File: config.mk
export PLATFORM = sky130hd
export DESIGN_NAME = mem_port_arbiter
export DESIGN_NICKNAME = d
export VERILOG_FILES = /design/src/rtl/mem_arb_pkg.sv /design/src/rtl/rr_arb2.sv /design/src/rtl/mem_port_arbiter.sv
export SDC_FILE = /design/constraint.sdc
export NUM_CORES = 1
export LEC_CHECK = 0
export BUFFER_PORTS_ARGS = -buffer_cell sky130_fd_sc_hd__buf_2
export CAP_MARGIN = 40
export CORE_AREA = 2 2 103 105
export DETAILED_ROUTE_END_ITERATION = 8
export DIE_AREA = 0 0 105 107
export PLACE_DENSITY = 0.89
export SYNTH_ARGS = -nofsm -noshare
export SYNTH_HDL_FRONTEND = slang
export SYNTH_SLANG_ARGS = --single-unit
File: constraint.sdc
create_clock -name clk -period 4.85 [get_ports clk]
set_input_delay 0.485 -clock clk [delete_from_list [all_inputs] [get_ports clk]]
set_output_delay 0.485 -clock clk [all_outputs]
set_load 0.03 [all_outputs]
File: src/rtl/mem_arb_pkg.sv
// Shared types and constants for the RAM port arbiter.
// Holds the FSM encoding, port identifiers and the latency counter width.
package mem_arb_pkg;

    typedef enum logic [1:0] {
        ST_IDLE  = 2'd0,
        ST_ISSUE = 2'd1,
        ST_WAIT  = 2'd2,
        ST_DONE  = 2'd3
    } state_e;

    localparam logic PORT_C = 1'b0;
    localparam logic PORT_L = 1'b1;

    localparam int CNT_W = 2;

endpackage

File: src/rtl/rr_arb2.sv
// Two-way round-robin picker.
// req[0] is port C, req[1] is port L; ties go to the port that did not win last.
module rr_arb2
    import mem_arb_pkg::*;
(
    input  logic [1:0] req,
    input  logic       last_winner,
    output logic       winner,
    output logic       valid
);

    always_comb begin
        valid  = |req;
        winner = PORT_C;
        if (req == 2'b11) begin
            winner = ~last_winner;
        end else if (req[1]) begin
            winner = PORT_L;
        end
    end

endmodule

File: src/rtl/mem_port_arbiter.sv
// Arbitrates the single-port 512x32 RAM between the CPU control unit (C)
// and the loader/debug port (L), one transaction in flight at a time.
module mem_port_arbiter
    import mem_arb_pkg::*;
#(
    parameter int DATA_WIDTH = 32,
    parameter int ADDR_WIDTH = 9,
    parameter int RD_LATENCY = 1
) (
    input  logic                  clk,
    input  logic                  reset_n,
    input  logic                  c_req,
    input  logic                  c_we,
    input  logic [ADDR_WIDTH-1:0] c_addr,
    input  logic [DATA_WIDTH-1:0] c_wdata,
    output logic                  c_ack,
    output logic [DATA_WIDTH-1:0] c_rdata,
    input  logic                  l_req,
    input  logic                  l_we,
    input  logic [ADDR_WIDTH-1:0] l_addr,
    input  logic [DATA_WIDTH-1:0] l_wdata,
    output logic                  l_ack,
    output logic [DATA_WIDTH-1:0] l_rdata,
    output logic                  Mem_Read,
    output logic                  Mem_Write,
    output logic                  Mem_enable512x32,
    output logic [ADDR_WIDTH-1:0] mem_addr,
    output logic [DATA_WIDTH-1:0] mem_wdata,
    input  logic [DATA_WIDTH-1:0] mem_rdata,
    output logic                  busy,
    output logic                  grant_id
);

    localparam logic [CNT_W-1:0] CNT_LOAD = CNT_W'(RD_LATENCY - 1);
    localparam logic [CNT_W-1:0] CNT_ONE  = CNT_W'(1);

    state_e                state_q, state_d;
    logic                  we_q, we_d;
    logic [ADDR_WIDTH-1:0] addr_q, addr_d;
    logic [DATA_WIDTH-1:0] wdata_q, wdata_d;
    logic [CNT_W-1:0]      cnt_q, cnt_d;
    logic                  grant_id_q, grant_id_d;
    logic                  last_winner_q, last_winner_d;
    logic [DATA_WIDTH-1:0] c_rdata_q, c_rdata_d;
    logic [DATA_WIDTH-1:0] l_rdata_q, l_rdata_d;
    logic                  capture;
    logic                  arb_winner;
    logic                  arb_valid;
    logic                  issue;

    rr_arb2 u_rr_arb2 (
        .req         ({l_req, c_req}),
        .last_winner (last_winner_q),
        .winner      (arb_winner),
        .valid       (arb_valid)
    );

    always_comb begin
        state_d       = state_q;
        we_d          = we_q;
        addr_d        = addr_q;
        wdata_d       = wdata_q;
        cnt_d         = cnt_q;
        grant_id_d    = grant_id_q;
        last_winner_d = last_winner_q;
        capture       = 1'b0;
        unique case (state_q)
            ST_IDLE: begin
                if (arb_valid) begin
                    state_d       = ST_ISSUE;
                    grant_id_d    = arb_winner;
                    last_winner_d = arb_winner;
                    if (arb_winner == PORT_L) begin
                        we_d    = l_we;
                        addr_d  = l_addr;
                        wdata_d = l_wdata;
                    end else begin
                        we_d    = c_we;
                        addr_d  = c_addr;
                        wdata_d = c_wdata;
                    end
                end
            end
            ST_ISSUE: begin
                if (we_q) begin
                    state_d = ST_DONE;
                end else begin
                    cnt_d = CNT_LOAD;
                    if (CNT_LOAD == '0) begin
                        state_d = ST_DONE;
                        capture = 1'b1;
                    end else begin
                        state_d = ST_WAIT;
                    end
                end
            end
            ST_WAIT: begin
                cnt_d = cnt_q - CNT_ONE;
                // Read data is valid on the edge where the count hits zero.
                if (cnt_q == CNT_ONE) begin
                    state_d = ST_DONE;
                    capture = 1'b1;
                end
            end
            ST_DONE: begin
                state_d = ST_IDLE;
            end
            default: begin
                state_d = ST_IDLE;
            end
        endcase
    end

    always_comb begin
        c_rdata_d = c_rdata_q;
        l_rdata_d = l_rdata_q;
        if (capture) begin
            if (grant_id_q == PORT_L) begin
                l_rdata_d = mem_rdata;
            end else begin
                c_rdata_d = mem_rdata;
            end
        end
    end

    always_ff @(posedge clk or negedge reset_n) begin
        if (!reset_n) begin
            state_q       <= ST_IDLE;
            we_q          <= 1'b0;
            addr_q        <= '0;
            wdata_q       <= '0;
            cnt_q         <= '0;
            grant_id_q    <= PORT_C;
            last_winner_q <= PORT_L;
            c_rdata_q     <= '0;
            l_rdata_q     <= '0;
        end else begin
            state_q       <= state_d;
            we_q          <= we_d;
            addr_q        <= addr_d;
            wdata_q       <= wdata_d;
            cnt_q         <= cnt_d;
            grant_id_q    <= grant_id_d;
            last_winner_q <= last_winner_d;
            c_rdata_q     <= c_rdata_d;
            l_rdata_q     <= l_rdata_d;
        end
    end

    // Outputs decode straight from state so an async reset drops them at once.
    assign issue            = (state_q == ST_ISSUE);
    assign Mem_enable512x32 = issue;
    assign Mem_Read         = issue && !we_q;
    assign Mem_Write        = issue && we_q;
    assign mem_addr         = issue ? addr_q : '0;
    assign mem_wdata        = issue ? wdata_q : '0;
    assign c_ack            = (state_q == ST_DONE) && (grant_id_q == PORT_C);
    assign l_ack            = (state_q == ST_DONE) && (grant_id_q == PORT_L);
    assign busy             = (state_q != ST_IDLE);
    assign grant_id         = grant_id_q;
    assign c_rdata          = c_rdata_q;
    assign l_rdata          = l_rdata_q;

endmodule
==> flow_summary_export.csv, run 1 <==
group,metric,value,unit
run_status,status,"finished, final reports clean",
logic_synthesis,synthMuxAreaShare,15.2,%
floorplan,die_area,0.0112,mm2
worst_setup_path,critPathTopFamily,"buffers and inverters",
clocking,clock_sinks,112,
cells_and_area,area_delta_synth_final,28.9,%
route,wl_per_cell,15.3,um
floorplan,start_util,49.4,%
route,ant_nets,0,
logic_synthesis,yosysSeqAreaShare,56.2,%
logic_synthesis,synth_fp_nets,576,
route,drtPass1Iterations,4,
floorplan,die_w,105,um
logic_synthesis,async_flop_share,100,%
hold_path,hold_path.class,"in -> async",
worst_setup_path,crit_type,"reg -> out",
logic_synthesis,yosys.area_share.xor_xnor,0,%
worst_setup_path,path_buf_inv,3,
worst_setup_path,worstPathArrival,1940,ps
placement,gp_congestion,0.790,
worst_setup_path,cpPeakStageDelay,430,ps
clocking,cts_tree,"done",
placement,io_buffer_count,231,
route,drt_iter0_markers,210,
logic_synthesis,synth_compound_area_share,10.7,%
logic_synthesis,synth_edf_count,0,
timing,fin_skew,19.3,ps
global_route,grt_usage,22.5,%
timing,maxSlewViolCount,0,
cells_and_area,nFillCells,804,
global_route,first_global_vias,4305,
global_route,grt_max_degree,64,
global_route,grt_first_pass_wirelength,20300,um
cells_and_area,multiInputGateArea,0.00198,mm2
cells_and_area,nets,795,
timing,tightest_slew,867,ps
clocking,cts-resized-gates,0,
worst_setup_path,required,4370,ps
logic_synthesis,ys.warnings.count,0,
route,routed_wl,12400,um
logic_synthesis,synth_area,0.00499,mm2
logic_synthesis,synth_seq_cells,112,
clocking,cts_made_buffers,9,
logic_synthesis,synthCells,451,
cells_and_area,regArea,0.00280,mm2
cells_and_area,layout-drive-gt1-share,45.9,%
clocking,clockRootBuffer,"clkbuf_8",
floorplan,die_h,107,um
timing,fin_tns_setup,0,ps
logic_synthesis,synth-simple-area-share,12.4,%
worst_setup_path,reg2reg_from,"state_q[0]",
logic_synthesis,yosys.area_share.adder,1.25,%
logic_synthesis,avgSynthCellArea,11.1,um2
clocking,path_clk_slew,110,ps
timing,rsz0062_at_grt,"false",
floorplan,core-area,0.0101,mm2
clocking,post-cts-setup-buffer-count,0,
worst_setup_path,r2r_setup_slack,2820,ps
global_route,overflow,0,
timing,fin_crit,2420,ps
clocking,cts-hold-fix-buffers,0,
pwr,p_per_area,754,mW/mm2
timing,fin_crit_sh,49.9,%
timing,hold_viol_final,0,
route,drc,0,
logic_synthesis,synth_top_family_by_area,"multiplexers",
clocking,clk_latency,370,ps
pwr,ir_drop,0.000409,V
worst_setup_path,crit_chain,"inv_1 > ha_1 > buf_4 > and2_1 > buf_2",
clocking,cts_buffer_depth,2,
timing,maxSlewHeadroom,42.2,%
pwr,leakage,3.31,nW
worst_setup_path,r2r_end,"l_rdata[21]",
route,vias,4191,
placement,hpwlAfterDp,9150,um
timing,fmax,0.413,GHz
clocking,ctsHtreeMaxLevel,3,
worst_setup_path,critical_path.slowest_cell,"dfrtp_1",
route,vias_per_cell,5.17,
worst_setup_path,r2r_cells,6,
job,max_cap_violations,0,
worst_setup_path,startpoint_type,"flop",
floorplan,num_rows,37,
cells_and_area,antenna_cells,0,
logic_synthesis,synth_cell_types,30,
worst_setup_path,cp-end-kind,"output pin",
cells_and_area,utilization,63.7,%
floorplan,ios,232,
logic_synthesis,synth_ff_type,"dfrtp_1",
worst_setup_path,critPathMaxFanout,45,
global_route,antenna_found_initial,0,
timing,setup_violations,0,
cell families (layout without fill, tap and decap cells):
logic type | Yosys count | in the layout
AO/OA/AOI/OAI | 97 | 97
adder cells (fa/ha/maj) | 5 | 5
buffers and inverters | 37 | 261
AND/OR/NAND/NOR | 133 | 133
multiplexers | 67 | 67
flip-flops | 112 | 112
cell usage after synthesis (all sizes together) (2+ instances only):
| library cell | instances | area [um2] |
|---|---|---|
| a21oi | 88 | 463 |
| and2 | 42 | 263 |
| buf | 25 | 165 |
| clkbuf | 5 | 20.0 |
| dfrtp | 111 | 2780 |
| ha | 5 | 62.6 |
| inv | 7 | 26.3 |
| mux2 | 66 | 747 |
| nand2 | 46 | 173 |
| nand2b | 2 | 20.0 |
| nor2 | 42 | 158 |
| o21ai | 3 | 18.8 |
sequential cells by signal (all words and copies together) (netlist names):
name           cells
state_q            2
c_rdata           32
addr_q             9
wdata_q           32
grant_id           1
last_winner_q      1
l_rdata           32
cnt_q              2
we_q               1
power breakdown:
part	total (W)	switching, W	internal [W]
sequential	0.00165	0.000251	0.00140
combinational	0.00266	0.00173	0.000924
clock	0.000542	0.000340	0.000203
area by class of cell:
class	count	share of cell area (%)
clock inverters	7	1.09
inverters	7	0.408
multi-input cells	302	30.8
flip-flops and latches	112	43.6
repair buffers	238	19.5
clock buffers	9	1.93
well taps	136	2.65
cell usage in the layout (no fill, tap or decap), types with 2 or more instances in the layout:
cell type  netlist  layout
inv_6            0       4
and2_1          42      42
mux2_1          18      18
buf_4            1       5
o21ai_0          2       2
mux2_2          47      47
nand2_1         46      46
a21oi_1         86      86
nor2_1          42      42
buf_12           0       2
buf_2           18     230
ha_1             5       5
a21oi_4          2       2
inv_1            6       6
clkbuf_8         0       9
dfrtp_1        111     111
metal layers:
metal,GRT usage [%],routed length (um)
met5,0,0
met4,8.10,163
met3,5.90,1080
met2,38.8,6240
met1,27.5,4900
stage by stage:
step / cells / worst slack, ps / hold WS [ps] / total power, W / instance area, um2
6_report: 811 / 2430 / 177 / 0.00485 / 6430
4_1_cts: 811 / 2380 / 199 / 0.00490 / 6430
2_1_floorplan: 451 / 2830 / 189 / 0.00355 / 4990
3_5_place_dp: 795 / 2810 / 470 / 0.00435 / 6240
5_1_grt: 811 / 2300 / 237 / 0.00517 / 6430
3_3_place_gp: 792 / 2670 / 462 / 0.00421 / 6170
how the worst max path moves through the flow:
stage	endpoint	depth (start not counted)	from	slack (ps)
floorplan	mem_addr[1]	5	state_q[1]	2830
global placement	l_rdata[3]	5	state_q[0]	2670
detailed placement	mem_wdata[20]	5	state_q[1]	2810
CTS	mem_wdata[20]	5	state_q[1]	2380
global route	mem_wdata[2]	5	state_q[1]	2300
finish	mem_wdata[20]	5	state_q[1]	2430
Power figures use the tool's default switching activity.
==> run 2: changes to the inputs <==
--- a/config.mk
+++ b/config.mk
@@ -5,12 +5,13 @@
 export SDC_FILE = /design/constraint.sdc
 export NUM_CORES = 1
 export LEC_CHECK = 0
+export ABC_AREA = 1
 export BUFFER_PORTS_ARGS = -buffer_cell sky130_fd_sc_hd__buf_2
 export CAP_MARGIN = 40
-export CORE_AREA = 2 2 103 105
+export CORE_AREA = 2 2 111 113
 export DETAILED_ROUTE_END_ITERATION = 8
-export DIE_AREA = 0 0 105 107
-export PLACE_DENSITY = 0.89
+export DIE_AREA = 0 0 113 115
+export PLACE_DENSITY = 0.84
 export SYNTH_ARGS = -nofsm -noshare
 export SYNTH_HDL_FRONTEND = slang
 export SYNTH_SLANG_ARGS = --single-unit
==> constraint.sdc (replaced) <==
create_clock -name clk -period 2.3 [get_ports clk]
set_input_delay 0.23 -clock clk [delete_from_list [all_inputs] [get_ports clk]]
set_output_delay 0.23 -clock clk [all_outputs]
set_load 0.03 [all_outputs]
==> run 2 against run 1 <==
Net effect:
- the flow now finishes with violations (DRC)
- hold slack worse by 27 ps
- non-clock buffer count up 13
- first-iteration DRC count rose to 2.5 times the previous value
- combinational power up 130%
- setup slack worse by 2000 ps
- global-route usage up 1.5 points
- critical path depth up 1
- flip-flop and latch count unchanged
- synthesized cell count up 64%
- critical path type unchanged
- largest cell class unchanged
- largest power group unchanged
- highest routed layer unchanged
==> flow_summary_export.csv, run 2 <==
group,metric,value,unit
cells_and_area,nFillCells,1083,
route,wl_met3,836,um
clocking,cts_tree,"done",
worst_setup_path,worstPathArrival,1660,ps
timing,rsz0062_at_grt,"false",
logic_synthesis,synth.top_cell.area_share,49.8,%
global_route,grt_max_degree,44,
logic_synthesis,synth_seq_cells,112,
floorplan,num_rows,40,
timing,maxSlewHeadroom,52.2,%
logic_synthesis,ys.warnings.count,0,
logic_synthesis,async_flop_share,100,%
floorplan,core-area,0.0118,mm2
floorplan,start_util,47.2,%
global_route,antenna_found_initial,0,
floorplan,ios,232,
worst_setup_path,timing.critical_path.mode_cell,"inv_1",
logic_synthesis,synth_area,0.00557,mm2
global_route,grt_first_pass_wirelength,25500,um
placement,pre_cts_ws,648,ps
cells_and_area,multiInputGateArea,0.00224,mm2
global_route,grt_usage,24.0,%
global_route,overflow,0,
worst_setup_path,crit_type,"reg -> out",
worst_setup_path,cpPeakStageDelay,410,ps
pwr,p_per_area,1580,mW/mm2
pwr,leakage,4.45,nW
logic_synthesis,synth_fp_nets,866,
route,m1WireLength,6500,um
clocking,path_clk_slew,80,ps
timing,hold_viol_final,0,
logic_synthesis,synth_most_common_cell,"nand2_1",
global_route,first_global_vias,5270,
logic_synthesis,synth_commonest_cells,"nand2_1, dfrtp_1, inv_1, nand4_1, nand3_1",
cells_and_area,regArea,0.00280,mm2
clocking,ctsHtreeMaxLevel,3,
cells_and_area,final_common_cell,"nand2_1",
clocking,clockRootBuffer,"clkbuf_16",
logic_synthesis,synth_cell_types,18,
route,ant_nets,0,
worst_setup_path,critPathMaxFanout,24,
run_status,violations,"DRC",
cells_and_area,nets,1075,
timing,fmax,0.530,GHz
cells_and_area,layout-drive-gt1-share,28.6,%
timing,fin_skew,12.4,ps
timing,tightest_slew,716,ps
route,vias,5591,
timing,maxSlewViolCount,0,
pwr,p_comb_share,55.2,%
logic_synthesis,synth_edf_count,0,
clocking,cts_buffer_depth,2,
placement,hpwlAfterDp,11000,um
logic_synthesis,synth.area.top_cells,"dfrtp_1, nand2_1, nand4_1, inv_1, nand3_1",
cells_and_area,antenna_cells,0,
timing,hold_ws,149,ps
clocking,cts_made_buffers,9,
timing,setup_violations,0,
clocking,cts-hold-fix-buffers,1,
logic_synthesis,yosysTopAreaCell,"dfrtp_1",
cells_and_area,final_cell_mix,"nand2_1, buf_2, dfrtp_1",
clocking,clk_latency,340,ps
pwr,sw_frac_of_total,51.6,%
worst_setup_path,cp-end-kind,"output pin",
timing,fin_ws,412,ps
clocking,cts-resized-gates,0,
hold_path,hold_path.class,"in -> reg",
timing,fin_crit,1890,ps
logic_synthesis,synthCells,741,
logic_synthesis,yosysSeqAreaShare,50.3,%
floorplan,die_h,115,um
worst_setup_path,path_buf_inv,4,
route,vias_per_cell,5.07,
timing,fin_tns_setup,0,ps
worst_setup_path,critical_path.slowest_cell,"dfrtp_1",
cells_and_area,area_delta_synth_final,27.6,%
route,wl_met2,7730,um
floorplan,die_area,0.0130,mm2
floorplan,die_w,113,um
route,drt_iter0_markers,530,
placement,io_buffer_count,231,
worst_setup_path,required,2070,ps
worst_setup_path,crit_chain,"inv_1 > ha_1 > buf_4 > nand2_1 > inv_1 > buf_2",
worst_setup_path,startpoint_type,"flop",
route,highest_layer,"met4",
run_status,status,"complete, but fails checks",
clocking,post-cts-setup-buffer-count,0,
route,drtPass1Iterations,7,
logic_synthesis,synth_ff_type,"dfrtp_1",
clocking,clock_sinks,112,
pwr,p_int,0.00542,W
route,routed_wl,15400,um
logic_synthesis,avgSynthCellArea,7.52,um2
timing,fin_crit_sh,82.1,%
pwr,pwr-share-clk,13.5,%
pwr,p_seq_share,31.3,%
pwr,ir_drop,0.000658,V
route,wl_per_cell,14.0,um
pwr,p_switching,0.00578,W
route,drc,11,
job,max_cap_violations,0,
worst_setup_path,critPathTopFamily,"buffers and inverters",
placement,gp_congestion,0.928,
## run 2: cell types whose count changed after synthesis, sizes merged, moves of 42 or more
| cell | change |
|---|---|
| nand2 | +317 |
| a21oi | -87 |
| mux2 | -66 |
| inv | +64 |
| nand4 | +64 |
| nand3 | +48 |
| and2 | -42 |
## run 2: layout make-up
cell class | instances | area share (%)
Tap cell | 147 | 2.59
Sequential cell | 112 | 39.4
Inverter | 72 | 3.80
Clock buffer | 10 | 3.36
Timing Repair Buffer | 251 | 18.6
Multi-Input combinational cell | 504 | 31.5
Clock inverter | 6 | 0.721
## run 2: logic make-up (layout without fill, tap and decap cells)
family | Yosys count | in the layout | share of synthesized area, %
compound gates | 5 | 5 | 0.651
simple gates | 494 | 494 | 38.3
fa+ha+maj | 5 | 5 | 1.12
flops | 112 | 112 | 50.3
buf+inv | 125 | 339 | 9.56
## run 2: worst paths after layout
check | slack, ps | depth (start not counted) | end | startpoint
min in group asynchronous | 410 | 2 | wdata_q[16] | reset_n
max reg2reg | 640 | 8 | c_rdata[2] | state_q[1]
max | 410 | 6 | mem_wdata[12] | state_q[1]
max in group asynchronous | 1190 | 3 | l_rdata[8] | reset_n
min | 150 | 3 | c_rdata[25] | mem_rdata[25]
min reg2reg | 470 | 2 | l_rdata[8] | l_rdata[8]
## run 2: metal layers
metal  vias up  GRT usage [%]
met1      2617           31.6
li1       2738              -
met3        28           4.06
met2       208           41.0
met5         -              0
met4         0           7.64
## run 2: power by group through the flow
| stage | sequential (W) | combinational [W] | clock [W] |
|---|---|---|---|
| 6_report | 0.00351 | 0.00619 | 0.00151 |
| 5_1_grt | 0.00363 | 0.00681 | 0.00164 |
| 4_1_cts | 0.00351 | 0.00622 | 0.00155 |
| 3_5_place_dp | 0.00353 | 0.00621 | 0 |
| 3_3_place_gp | 0.00351 | 0.00605 | 0 |
| 2_1_floorplan | 0.00459 | 0.00333 | 0 |
## run 2: through the flow
stage | std cells | cell area [um2] | util (%) | total power (W)
finish | 1102 | 7110 | 60.2 | 0.0112
global route | 1102 | 7110 | 60.2 | 0.0121
detailed placement | 1085 | 6810 | 57.7 | 0.00974
global placement | 1085 | 6810 | 57.7 | 0.00955
CTS | 1102 | 7110 | 60.2 | 0.0113
floorplan | 741 | 5570 | - | 0.00792
## run 2: tightest hold or removal path, stage by stage
cell and delay, ps:
buf_2 110, nand4_1 70, nand2_1 50
==> run 3: changes to the inputs <==
==> constraint.sdc (replaced) <==
create_clock -name clk -period 1.8 [get_ports clk]
set_input_delay 0.18 -clock clk [delete_from_list [all_inputs] [get_ports clk]]
set_output_delay 0.18 -clock clk [all_outputs]
set_load 0.03 [all_outputs]
==> run 3 against run 2 <==
Net effect:
- the flow still finishes with violations (DRC)
- total power grew 31%
- setup slack lost 330 ps
- die area is the same
- sequential power grew 28%
- critical path depth is the same
- routed wire length shrank 0.43%
- register-to-register slack lost 450 ps
- clock power grew 28%
- core utilization grew 1.5 points
- global-route usage grew 0.11 points
- sequential share of layout area shrank 0.95 points
- first-iteration DRC count grew 14%
==> flow_summary_export.csv, run 3 (synthesis results as in run 2) <==
group,metric,value,unit
run_status,status,"complete, but fails checks",
run_status,violations,"DRC",
floorplan,core-area,0.0118,mm2
cells_and_area,stdcell_count,1102,
clocking,clock_sinks,112,
worst_setup_path,crit_type,"reg -> out",
global_route,overflow,0,
pwr,p_per_area,2020,mW/mm2
worst_setup_path,path_buf_inv,4,
worst_setup_path,critical_path.slowest_cell,"dfrtp_1",
clocking,path_clk_slew,80,ps
worst_setup_path,crit_chain,"inv_2 > ha_4 > buf_12 > nand2_1 > inv_1 > buf_4",
route,drt_iter0_markers,602,
global_route,antenna_found_initial,1,
floorplan,ios,232,
floorplan,die_area,0.0130,mm2
cells_and_area,final_cell_mix,"nand2_1, buf_2, dfrtp_1",
global_route,grt_usage,24.1,%
route,drtPass1Iterations,7,
route,wl_per_cell,14.0,um
worst_setup_path,worstPathArrival,1540,ps
job,max_cap_violations,0,
timing,hold_viol_final,0,
timing,fmax,0.582,GHz
route,vias_per_cell,5.10,
timing,hold_ws,103,ps
timing,maxSlewViolCount,0,
placement,io_buffer_count,231,
timing,maxSlewHeadroom,68.5,%
clocking,ctsHtreeMaxLevel,3,
timing,fin_crit_sh,95.5,%
route,routed_wl,15400,um
worst_setup_path,cp-end-kind,"output pin",
floorplan,num_rows,40,
hold_path,hold_path.class,"in -> reg",
placement,pre_cts_ws,177,ps
cells_and_area,utilization,61.7,%
route,ant_nets,0,
worst_setup_path,required,1620,ps
clocking,cts_buffer_depth,2,
route,drc,11,
global_route,grt_first_pass_wirelength,25400,um
clocking,clockRootBuffer,"clkbuf_16",
pwr,ir_drop,0.00165,V
clocking,clk_latency,340,ps
timing,rsz0062_at_grt,"false",
pwr,leakage,4.49,nW
placement,hpwlAfterDp,10400,um
clocking,cts_tree,"done",
worst_setup_path,startpoint_type,"flop",
timing,tightest_slew,472,ps
floorplan,start_util,47.2,%
cells_and_area,final_common_cell,"nand2_1",
global_route,first_global_vias,5384,
global_route,grt_max_degree,65,
timing,fin_tns_setup,0,ps
timing,fin_crit,1720,ps
timing,fin_skew,11.6,ps
placement,dp.cells,1082,
cells_and_area,area_delta_synth_final,30.8,%
route,vias,5624,
cells_and_area,nets,1074,
clocking,cts_made_buffers,9,
worst_setup_path,cpPeakStageDelay,430,ps
worst_setup_path,critPathTopFamily,"buffers and inverters",
placement,gp_congestion,0.850,
floorplan,die_h,115,um
cells_and_area,layout-drive-gt1-share,28.7,%
floorplan,die_w,113,um
worst_setup_path,critPathMaxFanout,22,
timing,setup_violations,0,
timing,fin_ws,81.7,ps
==> run 3: changes by cell type in the layout (fill, tap and decap cells not counted), sizes merged <==
cell / change
buf: -3
clkbuf: +3
diode: +1
inv: -1
==> run 3: timing repair <==
| item | 4_1_cts | 5_1_grt |
|---|---|---|
| setup endpoints to repair | 42 | 56 |
| hold buffers | 1 | 0 |
| setup buffers | 0 | 1 |
| resized for setup | 23 | 7 |
| endpoints found under the hold margin | 111 | 0 |
| cloned | 1 | 0 |
==> run 3: final timing paths <==
path                          startpoint           to  slack (ps)  depth (start not counted)
setup / recovery              state_q[1]    Mem_Write          80                          6
hold / removal             mem_rdata[31]  l_rdata[31]         100                          3
setup reg to reg              state_q[0]    addr_q[8]         190                          7
hold reg to reg               c_rdata[7]   c_rdata[7]         470                          2
max in group asynchronous        reset_n  l_rdata[27]        1020                          3
min in group asynchronous        reset_n  wdata_q[18]         220                          2
==> run 3: where the power goes <==
group	internal, W	switching [W]	leakage [nW]
clock network	0.00103	0.000912	0.143
logic	0.00246	0.00580	2.98
registers	0.00379	0.000715	1.37
==> run 3: area by class of cell <==
| cell class | instances | area, um2 |
|---|---|---|
| diodes | 1 | 2.50 |
| inverters | 72 | 273 |
| repair buffers | 250 | 1480 |
| clock buffers | 11 | 253 |
| multi-input cells | 504 | 2250 |
| clock inverters | 5 | 38.8 |
| fillers | 1069 | 4520 |
| flip-flops and latches | 112 | 2800 |
| well taps | 147 | 184 |
==> run 3: routing by layer <==
metal | track usage [%] | up-vias | routed length [um]
met3 | 3.69 | 36 | 922
met2 | 39.2 | 234 | 7490
met4 | 9.76 | 0 | 454
li1 | - | 2739 | -
met5 | 0 | - | 0
met1 | 32.8 | 2615 | 6510
==> run 3: worst register-to-register path: stages, from the launching register on <==
cell,delay [ps]
dfrtp_1,440
inv_1,110
ha_2,200
inv_1,70
a21oi_4,160
buf_4,350
nand3_1,140
nand2_1,80
==> run 3: through the flow <==
step	cell area, um2	total power, W
after global placement	6880	0.0124
final	7290	0.0147
after CTS	7270	0.0147
after floorplan	5570	0.0101
after global routing	7290	0.0158
after detailed placement	6880	0.0125
